===== src/rtl/fetch_stage_pkg.sv =====
//------------------------------------------------------------------------------
// Module   : fetch_stage_pkg
// Brief    : Shared core constants and types for the fetch stage: default
//            reset PC, NOP encoding and the fetch FIFO entry layout.
// Revision : 1.0 - initial release
//------------------------------------------------------------------------------
`default_nettype none

package fetch_stage_pkg;

    // First fetch address after reset unless overridden at instantiation
    localparam logic [31:0] c_RESET_PC_DEFAULT = 32'h0000_0000;

    // addi x0, x0, 0 -- what the decode register shows before any fetch lands
    localparam logic [31:0] c_NOP_INSTR = 32'h0000_0013;

    // One fetched instruction together with the address it came from
    typedef struct packed {
        logic [31:0] pc;
        logic [31:0] instr;
    } fetch_entry_t;

endpackage

`default_nettype wire


===== src/rtl/fetch_fifo.sv =====
//------------------------------------------------------------------------------
// Module   : fetch_fifo
// Brief    : Two-entry instruction FIFO between the memory response path and
//            the decode register. Flush empties it in one cycle and wins over
//            push/pop in the same cycle.
// Revision : 1.0 - initial release
//------------------------------------------------------------------------------
`default_nettype none

module fetch_fifo
    import fetch_stage_pkg::*;
(
    input  logic         clk,
    input  logic         reset,
    input  logic         push_i,
    input  fetch_entry_t push_data_i,
    input  logic         pop_i,
    input  logic         flush_i,
    output fetch_entry_t head_o,
    output logic         full_o,
    output logic         empty_o
);

    fetch_entry_t mem_q [2];
    logic         wr_ptr_q, wr_ptr_d;
    logic         rd_ptr_q, rd_ptr_d;
    logic [1:0]   count_q,  count_d;
    logic         w_do_push;
    logic         w_do_pop;

    assign full_o    = (count_q == 2'd2);
    assign empty_o   = (count_q == 2'd0);
    assign head_o    = mem_q[rd_ptr_q];
    assign w_do_push = push_i & ~full_o & ~flush_i;
    assign w_do_pop  = pop_i & ~empty_o & ~flush_i;

    // Next pointers and occupancy; flush resets everything to empty
    always_comb begin
        wr_ptr_d = wr_ptr_q;
        rd_ptr_d = rd_ptr_q;
        count_d  = count_q;
        if (flush_i) begin
            wr_ptr_d = 1'b0;
            rd_ptr_d = 1'b0;
            count_d  = 2'd0;
        end else begin
            if (w_do_push) begin
                wr_ptr_d = ~wr_ptr_q;
            end
            if (w_do_pop) begin
                rd_ptr_d = ~rd_ptr_q;
            end
            case ({w_do_push, w_do_pop})
                2'b10:   count_d = count_q + 2'd1;
                2'b01:   count_d = count_q - 2'd1;
                default: count_d = count_q;
            endcase
        end
    end

    // Pointer and occupancy registers
    always_ff @(posedge clk or posedge reset) begin
        if (reset) begin
            wr_ptr_q <= 1'b0;
            rd_ptr_q <= 1'b0;
            count_q  <= 2'd0;
        end else begin
            wr_ptr_q <= wr_ptr_d;
            rd_ptr_q <= rd_ptr_d;
            count_q  <= count_d;
        end
    end

    // Entry storage; contents are only meaningful while counted as occupied
    always_ff @(posedge clk) begin
        if (w_do_push) begin
            mem_q[wr_ptr_q] <= push_data_i;
        end
    end

endmodule

`default_nettype wire


===== src/rtl/fetch_stage.sv =====
//------------------------------------------------------------------------------
// Module   : fetch_stage
// Brief    : Instruction fetch stage. Issues sequential word fetches under a
//            two-credit scheme, buffers in-order responses in a 2-entry FIFO,
//            feeds the decode pipeline register and handles jump/branch
//            redirects by flushing the FIFO and killing in-flight responses.
// Config   : FETCH_MISALIGN_CHECK_EN - when defined, a redirect to a target
//            with nonzero bits[1:0] raises sticky misaligned_f and stops
//            fetching until reset; otherwise target bits[1:0] are cleared.
// Revision : 1.0 - initial release
//------------------------------------------------------------------------------
`default_nettype none

module fetch_stage
    import fetch_stage_pkg::*;
#(
    parameter logic [31:0] RESET_PC = c_RESET_PC_DEFAULT
) (
    input  logic        clk,
    input  logic        reset,
    input  logic        halted,
    output logic        imem_req,
    output logic [31:0] imem_addr,
    input  logic        imem_gnt,
    input  logic        imem_rvalid,
    input  logic [31:0] imem_rdata,
    input  logic        jump_d,
    input  logic [31:0] pc_imm_d,
    input  logic        branch_e,
    input  logic [31:0] pc_target_e,
    input  logic        stall,
    output logic [31:0] instr_d,
    output logic [31:0] pc_d,
    output logic        valid_d,
    output logic        misaligned_f
);

    logic [31:0]  pc_f_q,        pc_f_d;
    logic [31:0]  resp_pc_q,     resp_pc_d;
    logic [1:0]   outstanding_q, outstanding_d;
    logic [1:0]   kill_q,        kill_d;
    logic [31:0]  dec_instr_q,   dec_instr_d;
    logic [31:0]  dec_pc_q,      dec_pc_d;
    logic         dec_valid_q,   dec_valid_d;

    logic         w_redirect;
    logic [31:0]  w_raw_target;
    logic [31:0]  w_target;
    logic         w_fetch_block;
    logic [1:0]   w_occupancy;
    logic         w_credit;
    logic         w_grant;
    logic         w_rvalid_live;
    logic         w_push;
    logic         w_pop;
    logic         w_fifo_full;
    logic         w_fifo_empty;
    fetch_entry_t w_push_entry;
    fetch_entry_t w_head;

    // Branch from execute is older than the jump in decode, so it wins
    assign w_redirect   = branch_e | jump_d;
    assign w_raw_target = branch_e ? pc_target_e : pc_imm_d;

`ifdef FETCH_MISALIGN_CHECK_EN
    logic misaligned_q, misaligned_d;

    assign w_target      = w_raw_target;
    assign w_fetch_block = misaligned_q;
    assign misaligned_f  = misaligned_q;

    // Sticky flag: any redirect to a non-word-aligned target
    always_comb begin
        misaligned_d = misaligned_q | (w_redirect & (w_raw_target[1:0] != 2'b00));
    end

    // Misaligned flag register, cleared only by reset
    always_ff @(posedge clk or posedge reset) begin
        if (reset) begin
            misaligned_q <= 1'b0;
        end else begin
            misaligned_q <= misaligned_d;
        end
    end
`else
    assign w_target      = w_raw_target & ~32'h0000_0003;
    assign w_fetch_block = 1'b0;
    assign misaligned_f  = 1'b0;
`endif

    // Requests are limited so that every in-flight response has a FIFO slot
    assign w_occupancy   = w_fifo_full ? 2'd2 : (w_fifo_empty ? 2'd0 : 2'd1);
    assign w_credit      = ({1'b0, outstanding_q} + {1'b0, w_occupancy}) < 3'd2;
    assign imem_req      = ~halted & ~w_redirect & ~w_fetch_block & w_credit;
    assign imem_addr     = pc_f_q;
    assign w_grant       = imem_req & imem_gnt;

    // A response with nothing outstanding belongs to a request from before reset
    assign w_rvalid_live = imem_rvalid & (outstanding_q != 2'd0);
    assign w_push        = w_rvalid_live & (kill_q == 2'd0) & ~w_redirect;
    assign w_pop         = ~stall & ~w_fifo_empty & ~w_redirect;

    assign w_push_entry.pc    = resp_pc_q;
    assign w_push_entry.instr = imem_rdata;

    assign instr_d = dec_instr_q;
    assign pc_d    = dec_pc_q;
    assign valid_d = dec_valid_q;

    fetch_fifo u_fetch_fifo (
        .clk         (clk),
        .reset       (reset),
        .push_i      (w_push),
        .push_data_i (w_push_entry),
        .pop_i       (w_pop),
        .flush_i     (w_redirect),
        .head_o      (w_head),
        .full_o      (w_fifo_full),
        .empty_o     (w_fifo_empty)
    );

    // Fetch PC, response PC tracking, outstanding and kill counters
    always_comb begin
        pc_f_d        = pc_f_q;
        resp_pc_d     = resp_pc_q;
        outstanding_d = outstanding_q;
        kill_d        = kill_q;

        if (w_redirect) begin
            pc_f_d = w_target;
        end else if (w_grant) begin
            pc_f_d = pc_f_q + 32'd4;
        end

        // Responses arrive in order, so the next kept one is the next sequential PC
        if (w_redirect) begin
            resp_pc_d = w_target;
        end else if (w_push) begin
            resp_pc_d = resp_pc_q + 32'd4;
        end

        case ({w_grant, w_rvalid_live})
            2'b10:   outstanding_d = outstanding_q + 2'd1;
            2'b01:   outstanding_d = outstanding_q - 2'd1;
            default: outstanding_d = outstanding_q;
        endcase

        // Everything still in flight at a redirect is stale
        if (w_redirect) begin
            kill_d = w_rvalid_live ? (outstanding_q - 2'd1) : outstanding_q;
        end else if (w_rvalid_live && (kill_q != 2'd0)) begin
            kill_d = kill_q - 2'd1;
        end
    end

    // Decode register: redirect bubbles, stall holds, otherwise load FIFO head
    always_comb begin
        dec_instr_d = dec_instr_q;
        dec_pc_d    = dec_pc_q;
        dec_valid_d = dec_valid_q;
        if (w_redirect) begin
            dec_valid_d = 1'b0;
        end else if (!stall) begin
            if (!w_fifo_empty) begin
                dec_instr_d = w_head.instr;
                dec_pc_d    = w_head.pc;
                dec_valid_d = 1'b1;
            end else begin
                dec_valid_d = 1'b0;
            end
        end
    end

    // Fetch-side state registers
    always_ff @(posedge clk or posedge reset) begin
        if (reset) begin
            pc_f_q        <= RESET_PC;
            resp_pc_q     <= RESET_PC;
            outstanding_q <= 2'd0;
            kill_q        <= 2'd0;
        end else begin
            pc_f_q        <= pc_f_d;
            resp_pc_q     <= resp_pc_d;
            outstanding_q <= outstanding_d;
            kill_q        <= kill_d;
        end
    end

    // Decode pipeline register
    always_ff @(posedge clk or posedge reset) begin
        if (reset) begin
            dec_instr_q <= c_NOP_INSTR;
            dec_pc_q    <= 32'h0000_0000;
            dec_valid_q <= 1'b0;
        end else begin
            dec_instr_q <= dec_instr_d;
            dec_pc_q    <= dec_pc_d;
            dec_valid_q <= dec_valid_d;
        end
    end

endmodule

`default_nettype wire


===== config.mk =====
export PLATFORM = sky130hd
export DESIGN_NAME = fetch_stage
export DESIGN_NICKNAME = d
export VERILOG_FILES = /design/src/rtl/fetch_stage_pkg.sv /design/src/rtl/fetch_fifo.sv /design/src/rtl/fetch_stage.sv
export SDC_FILE = /design/constraint.sdc
export NUM_CORES = 1
export LEC_CHECK = 0
export BUFFER_PORTS_ARGS = -buffer_cell sky130_fd_sc_hd__buf_4
export CAP_MARGIN = 0
export CORE_MARGIN = 1
export CORE_UTILIZATION = 56
export CTS_CLUSTER_SIZE = 40
export DETAILED_ROUTE_END_ITERATION = 16
export PLACE_DENSITY = 0.88
export REMOVE_ABC_BUFFERS = 1
export SLEW_MARGIN = 40
export SYNTH_ARGS = -nofsm -noshare
export SYNTH_HDL_FRONTEND = slang
export SYNTH_SLANG_ARGS = --single-unit
export TNS_END_PERCENT = 100

===== constraint.sdc =====
create_clock -name clk -period 5.4 [get_ports clk]
set_input_delay 0.27 -clock clk [delete_from_list [all_inputs] [get_ports clk]]
set_output_delay 0.27 -clock clk [all_outputs]
set_load 0.01 [all_outputs]

Yosys cells after proc, flatten, opt, wreduce, memory -nomap -nowiden. Memory sizes are Yosys's and may differ from the RTL's. A register that Yosys moved wholly into a read port is not among the register bits. Index checks and enable logic that the tools add are counted.

Flip-flop bits (word level): 73. RAM bits: 128. Input port bits: 104. Output and inout bits: 99. Logic and storage cells: 79. Memories kept: 1.

Add/subtract/negate cells: 8. Magnitude comparators: 1. Eq/ne operators: 6. Muxes and demuxes: 22. Bitwise gates (word level): 20. Reductions and logical operators: 13.

Memories: u_fetch_fifo.mem_q (depth 2, width 64, read ports 1, clocked after Yosys merged registers in 1, write ports 1, line fetch_fifo.sv:24) `fetch_entry_t mem_q [2];`.

Operator list (count): two-way mux 32 bit (5); adder 32 x 3 -> 32 bit, second input constant (2); nonzero test 2 bit (8); bitwise AND 1 bit (12); two-way mux 1 bit (10); two-way mux 2 bit (5); case mux 2 bit (2 select lines) (2); NOT 1 bit (7); equality test 2 bit, second input constant (3); subtractor 2 x 1 -> 2 bit, second input constant (3); adder 2 x 1 -> 2 bit, second input constant (2); equality test 2 x 1 -> 1 bit, second input constant (2); zero test 2 bit (2); adder 2 x 2 -> 3 bit (1); less-than comparator 3 x 2 -> 1 bit, second input constant (1); AND reduction 3 bit (1); nonzero test 3 bit (1); inequality test 2 x 1 -> 1 bit, second input constant (1); logical AND 1 bit (1); OR 1 bit (1).

Logic depth before layout (Yosys ltp). Gate-level depths: netlist (run 1).

Word-level depth: 9. Gate-level depth with buffers: 10. Depth with buffers taken out: 9.

Hierarchy. Synthesis (run 1) repeated with hierarchy kept, for this count alone.

Cell total of the unflattened synthesis: 910. Area total of the unflattened synthesis: 11608.6 µm².

Modules (own cells, without submodules): fetch_stage (instances 1, cells an instance 684, area an instance 6772.7 µm², seq. area each 3231.8 µm²); fetch_fifo (instances 1, cells an instance 226, area an instance 4835.9 µm², seq. area each 3943.8 µm²).

Worst setup path before layout (run 1). OpenSTA, ideal clock, no wires.

Path type: reg-to-reg. Start: register outstanding_q[0]. End: memory u_fetch_fifo.mem_q[0][0] (netlist name) (enable). Arrival: 3.893 ns. Data required time: 4.918 ns. Setup slack: 1.024 ns. Stages on the path, launching flop included: 8. Buffers on the path: 1. Cells stage by stage: dfrtp_1 > inv_1 > ha_1 > nand3b_1 > clkbuf_1 > nor2_1 > nand2_1 > nor2_1.

Longest elaborated chain between the ends: 8.

Ends and longest elaborated chain: start: declaration (line fetch_stage.sv:40) `logic [1:0] outstanding_q, outstanding_d;`; start signal: assignment (line fetch_stage.sv:184) `outstanding_q <= outstanding_d;`; nonzero test 2 bit (line fetch_stage.sv:99) `assign w_rvalid_live = imem_rvalid & (outstanding_q != 2'd0);`; bitwise AND 1 bit (line fetch_stage.sv:99); bitwise AND 1 bit (2 in series) (line fetch_stage.sv:100) `assign w_push = w_rvalid_live & (kill_q == 2'd0) & ~w_redirect;`; bitwise AND 1 bit (2 in series) (line fetch_fifo.sv:34) `assign w_do_push = push_i & ~full_o & ~flush_i;`; two-way mux 1 bit (line fetch_fifo.sv:76) `if (w_do_push) begin`; two-way mux 1 bit (implied by the code) (line fetch_fifo.sv:77) `mem_q[wr_ptr_q] <= push_data_i;`; end: declaration (line fetch_fifo.sv:24).

No other way between the ends.

Worst setup path in the final report (run 1).
Start: register u_fetch_fifo.count_q[0]. End: register pc_f_q[25], in the netlist imem_addr[25].

Longest elaborated chain between the ends: 8. Elaborated cells between the ends (all ways): 9. Classes of those cells: add/sub: 1; order compare: 1; eq/ne: 1; mux: 2; bitwise: 2; reduce/logical: 2.

Ends and longest elaborated chain: start: declaration (line fetch_fifo.sv:27) `logic [1:0] count_q, count_d;`; start signal: assignment (line fetch_fifo.sv:70) `count_q <= count_d;`; zero test 2 bit (line fetch_fifo.sv:32) `assign empty_o = (count_q == 2'd0);`; two-way mux 1 bit (line fetch_stage.sv:92) `assign w_occupancy = w_fifo_full ? 2'd2 : (w_fifo_empty ? 2'd0 : 2'd1);`; two-way mux 2 bit (*) (line fetch_stage.sv:92); adder 2 x 2 -> 3 bit (*) (line fetch_stage.sv:93) `assign w_credit = ({1'b0, outstanding_q} + {1'b0, w_occupancy}) < 3'd2;`; less-than comparator 3 x 2 -> 1 bit (*) (line fetch_stage.sv:93); bitwise AND 1 bit (*) (line fetch_stage.sv:94) `assign imem_req = ~halted & ~w_redirect & ~w_fetch_block & w_credit;`; bitwise AND 1 bit (*) (line fetch_stage.sv:96) `assign w_grant = imem_req & imem_gnt;`; nonzero test 2 bit (no line) (*); end signal: assignment (line fetch_stage.sv:182) `pc_f_q <= pc_f_d;`; end: declaration (line fetch_stage.sv:38) `logic [31:0] pc_f_q, pc_f_d;`.

Every way passes the cells marked *; elsewhere a longest branch is shown, timed or not. A chain may end at the register's enable or synchronous reset.

==> impl_metrics.csv, run 1 <==
group,metric,value,unit
timing,finalCritPeriodShare,58.6,%
die,rows,51,
yosys,ys_seq_area_share,62.7,%
die,core,19500,sq um
cells_and_area,fillers,1325,
critical_path,crit_required,5.77,ns
die,initial_core_util,57.2,%
timing,worst_pin_slew,0.937,ns
timing,rsz0062_at_grt,"no",
yosys,syn_area,11200,sq um
cells_and_area,diodes,0,
clocking,cts_root_buf,"clkbuf_16",
pwr,p_leak,5.68,nW
drt,drtIter0Drc,603,
yosys,ys_ff_latch,255,
yosys,synthFlopType,"dfrtp_1",
pwr,total_power,5.03,mW
clocking,cts_resized,0,
placed_design,gp_congestion,0.870,
yosys,synth_top_area_share,33.3,%
yosys,yosys-top-cells-area,"edfxtp_1 33%, dfrtp_1 29%, mux2i_1 5.9%",
yosys,post_synth_num_cell_types,63,
placed_design,io_buffers,193,
global_routing,grt.total_usage,25.7,%
timing,skew,0.0115,ns
pwr,peakVddDrop,0.216,mV
clocking,clock_latency,0.52,ns
clocking,clockBufferDepth,3,
die,die_area,20500,sq um
global_routing,grt_pass1_wl,40900,um
flow_run,drv_cap,0,
clocking,clk_pin_slew,0.07,ns
die,io_pins,203,
yosys,synth_edf_count,124,
critical_path,crit_fanout,11,
critical_path,path_class,"reg -> reg",
drt,wirelength,26600,um
cells_and_area,final_cell_mix,"200 x buf_4, 130 x a21oi_1, 127 x dfrtp_1",
min_path,whs_path_depth,2,
die,die_height,143,um
timing,setup_viol,0,
critical_path,r2r-end,"imem_addr[25]",
timing,hold_violations,0,
drt,routedWlPerCell,18.4,um
pwr,p_per_area,358,nW/um^2
critical_path,rrSetupSlack,2.23,ns
clocking,clock-sinks,255,
placed_design,hpwl,17400,um
drt,vias_per_cell,5.84,
critical_path,cp.arrival,3.54,ns
yosys,async_flop_share,51.4,%
min_path,min_to,"valid_d",
global_routing,overflow,0,
cells_and_area,ff_latch_area,7010,sq um
critical_path,r2r-start,"u_fetch_fifo.count_q[0]",
drt,vias,8469,
drt,dr.pass1.iters,7,
cells_and_area,postLayoutCoreUtil,72.0,%
cells_and_area,nets,1278,
yosys,synth_top_area_cell,"edfxtp_1",
min_path,hold_path.class,"in -> reg",
drt,drc,0,
timing,fmax,316,MHz
min_path,hold_path.startpoint,"stall",
critical_path,crit_path_start,"u_fetch_fifo.count_q[0]",
global_routing,grt_pass1_vias,8264,
critical_path,r2r_cells,7,
yosys,synth.avg_cell_area,11.8,sq um
timing,layout_min_cycle_time,3.17,ns
timing,slew_violations,0,
die,chipWidth,143,um
yosys,synthCells,950,
cells_and_area,multi_input_area,3910,sq um
clocking,h-tree-depth,1,
critical_path,critPathLaunchType,"flip-flop",
global_routing,grt_max_degree,91,
outcome,status,"finished, final reports clean",
cells_and_area,syn_to_final_growth,25.8,%
cells_and_area,final_common_cell,"buf_4",
global_routing,antenna_found_initial,0,
critical_path,cp-end-kind,"flip-flop",
clocking,cts_tree,"built",
clocking,cts_made_buffers,25,
timing,relSlewSlack,37.0,%
drt,ant_nets,0,
cells_and_area,drive_above_1_share,23.3,%
yosys,yosys_warnings,0,
## where the power goes
group | total [mW] | switching (mW) | internal, mW
Sequential | 2.42 | 0.167 | 2.25
Clock | 1.76 | 0.710 | 1.05
Combinational | 0.851 | 0.446 | 0.405
## critical path: stages (launching register included)
cell     delay, ns
dfrtp_1       0.44
nor2b_1       0.25
fa_1          0.54
or4b_4        0.71
nor4_4        0.59
nand4_1       0.22
xor2_1        0.19
o21ai_0       0.09
## synthesized netlist by cell type (all sizes together) (3+ instances only)
cell type and instances:
nor2 99, or2 4, a21o 3, inv 13
clkbuf 38, or3 6, o31ai 10, buf 15
nor4 14, nor2b 3, o21a 5, a21oi 130
edfxtp 124, a31oi 17, o22a 7, and2 12
ha 6, dfrtp 128, mux2i 66, nand4 19
and3 18, a2bb2oi 7, nand2b 3, and4 4
dfstp 3, nor3 9, o21ai 53, nand3 26
xor2 8, nand2 61, xnor2 12
## final cells by class
class | instances | area share [%]
multi-input cells | 633 | 27.8
inverters | 13 | 0.400
well taps | 265 | 2.36
clock inverters | 13 | 1.06
clock buffers | 32 | 4.92
repair buffers | 239 | 13.6
flip-flops and latches | 255 | 49.9
## logic make-up after synthesis
logic type,Yosys count,share of synthesized area (%)
buf+inv,66,2.73
compound gates,250,12.9
simple gates,285,13.3
other cells,1,0.0336
mux,66,5.91
fa+ha+maj,7,0.851
flops,255,62.7
xor+xnor,20,1.57
## worst max-delay path by stage
stage | end
after floorplan | u_fetch_fifo.count_q[1]
after global placement | u_fetch_fifo.mem_q[1][19]
after detailed placement | u_fetch_fifo.mem_q[1][14]
after CTS | u_fetch_fifo.mem_q[1][25]
after global routing | imem_addr[25]
final | imem_addr[25]
## per-stage QoR
step	std cells	instance area [sq um]	setup slack (ns)	hold WS [ns]	setup TNS (ns)
2_1_floorplan	901	10900	-3.30	0.369	-153.16
3_5_place_dp	1369	12800	2.32	0.458	0
4_1_cts	1450	14100	2.30	0.00682	0
6_report	1450	14100	2.23	0.0240	0
5_1_grt	1450	14100	2.10	0.0128	0
3_3_place_gp	1367	12800	2.32	0.455	0
## layer usage
metal	vias up	track usage (%)	part of all wire, %
met5	-	0	0
met4	0	9.52	2.5
met3	57	4.76	8.1
met2	406	44.2	49
li1	3927	-	-
met1	4079	32.5	40
## sequential cells by signal (all words and copies together), names as in the netlist, 2 cells and up
name                  cells
u_fetch_fifo.count_q      2
resp_pc_q                30
imem_addr                30
u_fetch_fifo.mem_q      124
pc_d                     30
instr_d                  32
outstanding_q             2
kill_q                    2
## timing repair
| action | in CTS | in global routing |
|---|---|---|
| buffers inserted | 0 | 0 |
| hold endpoints to repair | 147 | 0 |
| hold buffers | 36 | 0 |
(Power assumes the default switching activity.)
==> run 2: changes to the inputs <==
- CORE_UTILIZATION: 56 -> 50
- PLACE_DENSITY: 0.88 -> 0.84
- clock period: 5.4 -> 2.65 ns (I/O delays scaled with it)
==> run 2 against run 1 <==
Critical path depth rose by 1. Clock skew rose by 0.00054 ns. Via count rose by 3.8%. Count of clock-buffer cells in the layout fell by 2. Register-to-register slack got worse by 2.2 ns. Fmax rose by 23%. First-iteration DRC count fell by 1.2%. Final cell count rose by 4.4%. Highest routed layer unchanged. Sequential share of layout area fell by 1.9 points. Critical path type unchanged. Die area rose by 12%.
==> impl_metrics.csv, run 2 (same netlist as run 1, synthesis figures left out) <==
group,metric,value,unit
outcome,status,"finished, final reports clean",
placed_design,gp_congestion,0.898,
critical_path,cp.arrival,3.02,ns
placed_design,hpwl,18400,um
pwr,p_per_area,735,nW/um^2
global_routing,grt_pass1_wl,44400,um
drt,ant_nets,0,
timing,finalCritPeriodShare,97.5,%
drt,routedWlPerCell,18.9,um
drt,wirelength,28600,um
drt,vias_per_cell,5.81,
die,io_pins,203,
die,die_area,22900,sq um
clocking,cts_tree,"built",
clocking,clock_latency,0.52,ns
cells_and_area,nets,1325,
pwr,peakVddDrop,0.482,mV
global_routing,overflow,0,
cells_and_area,syn_to_final_growth,30.9,%
timing,setup_viol,0,
cells_and_area,drive_above_1_share,25.3,%
timing,fmax,387,MHz
die,core,21900,sq um
timing,slew_violations,0,
cells_and_area,largest_register,"u_fetch_fifo.mem_q",
die,initial_core_util,51.0,%
clocking,clk_pin_slew,0.07,ns
drt,dr.pass1.iters,5,
global_routing,grt_pass1_vias,8651,
timing,hold_violations,0,
global_routing,use_met2,42.2,%
critical_path,cp-end-kind,"flip-flop",
global_routing,grt_max_degree,127,
critical_path,critPathLaunchType,"flip-flop",
drt,vias,8792,
global_routing,busiest_layer,"met2",
drt,drc,0,
clocking,clock-sinks,255,
clocking,clockBufferDepth,3,
critical_path,crit_required,3.09,ns
global_routing,grt_util_met1,32.2,%
min_path,hold_path.class,"in -> reg",
timing,layout_min_cycle_time,2.58,ns
cells_and_area,largest_reg_flops,124,
clocking,cts_root_buf,"clkbuf_16",
clocking,cts_made_buffers,26,
die,die_height,151,um
timing,relSlewSlack,47.3,%
cells_and_area,final_common_cell,"buf_4",
timing,worst_pin_slew,0.790,ns
pwr,p_leak,5.93,nW
cells_and_area,fillers,1574,
critical_path,path_class,"reg -> reg",
timing,setup_tns,0,ns
cells_and_area,final_cell_mix,"226 x buf_4, 129 x a21oi_1, 127 x dfrtp_1",
global_routing,antenna_found_initial,0,
timing,skew,0.0120,ns
die,rows,54,
flow_run,drv_cap,0,
global_routing,met3_usage,3.68,%
drt,drtIter0Drc,596,
cells_and_area,diodes,0,
die,chipWidth,151,um
critical_path,crit_fanout,7,
timing,rsz0062_at_grt,"no",
placed_design,io_buffers,193,
global_routing,grt.total_usage,24.9,%
clocking,h-tree-depth,1,
pwr,total_power,10.7,mW
[run 2: cell count changes in the layout (fill, tap and decap cells not counted), sizes merged]
| cell | previous run | this run |
|---|---|---|
| inv | 14 | 13 |
| dlygate4sd3 | 36 | 52 |
| clkinvlp | 3 | 4 |
| clkinv | 6 | 8 |
| clkbuf | 32 | 30 |
| buf | 203 | 233 |
| bufinv | 3 | 6 |
[run 2: critical path, stage by stage, from the launching register on]
cell and delay, ns:
dfrtp_1 0.43, and2_4 0.17, fa_1 0.48, or4b_4 0.62, nor4_4 0.16, buf_4 0.20
nand4_1 0.13, xor2_1 0.17, o21ai_1 0.13
[run 2: path summary, 6_finish.rpt]
check	slack [ns]	end	startpoint	cells after the start
min	0.02	imem_addr[25]	pc_target_e[25]	4
min reg2reg	0.50	instr_d[4]	instr_d[4]	2
max in group asynchronous	1.60	instr_d[1]	reset	4
max	0.07	imem_addr[25]	u_fetch_fifo.count_q[0]	8
min in group asynchronous	0.26	instr_d[27]	reset	3
max reg2reg	0.07	imem_addr[25]	u_fetch_fifo.count_q[0]	8
[run 2: area by class of cell]
cell class	count	area (sq um)	share of cell area, %
Clock buffer	30	687	4.70
Clock inverter	18	245	1.68
Inverter	13	53.8	0.368
Multi-Input combinational cell	633	3930	26.9
Sequential cell	255	7010	47.9
Tap cell	280	350	2.40
Timing Repair Buffer	285	2350	16.1
[run 2: routing by layer]
layer	vias up	part of all wire, %
met5	-	0
met4	0	2.8
met3	72	8.0
met2	440	49
met1	4255	40
li1	4025	-
[run 2: repair_timing]
item | CTS | global route
buffers inserted | 2 | 3
endpoints found under the setup margin | 9 | 12
gates resized for setup | 3 | 8
hold buffers | 52 | 0
hold endpoints to repair | 149 | 0
pin swaps | 1 | 7
[run 2: stage by stage]
step / hold slack (ns) / instances / util [%] / area (sq um) / worst slack (ns)
CTS: 0.00154 / 1512 / 66.6 / 14600 / 0.000242
detailed placement: 0.281 / 1410 / 59.8 / 13100 / -0.119
global placement: 0.282 / 1410 / 59.8 / 13100 / 0.0110
floorplan: 0.231 / 901 / - / 10900 / -5.91
finish: 0.0151 / 1514 / 66.8 / 14600 / 0.0663
global route: 0.0231 / 1514 / 66.8 / 14600 / 0.000219
[run 2: power by group]
group / switching, mW / leakage [nW] / internal (mW)
clock: 1.50 / 0.444 / 2.44
sequential: 0.338 / 2.81 / 4.59
combinational: 0.953 / 2.68 / 0.923
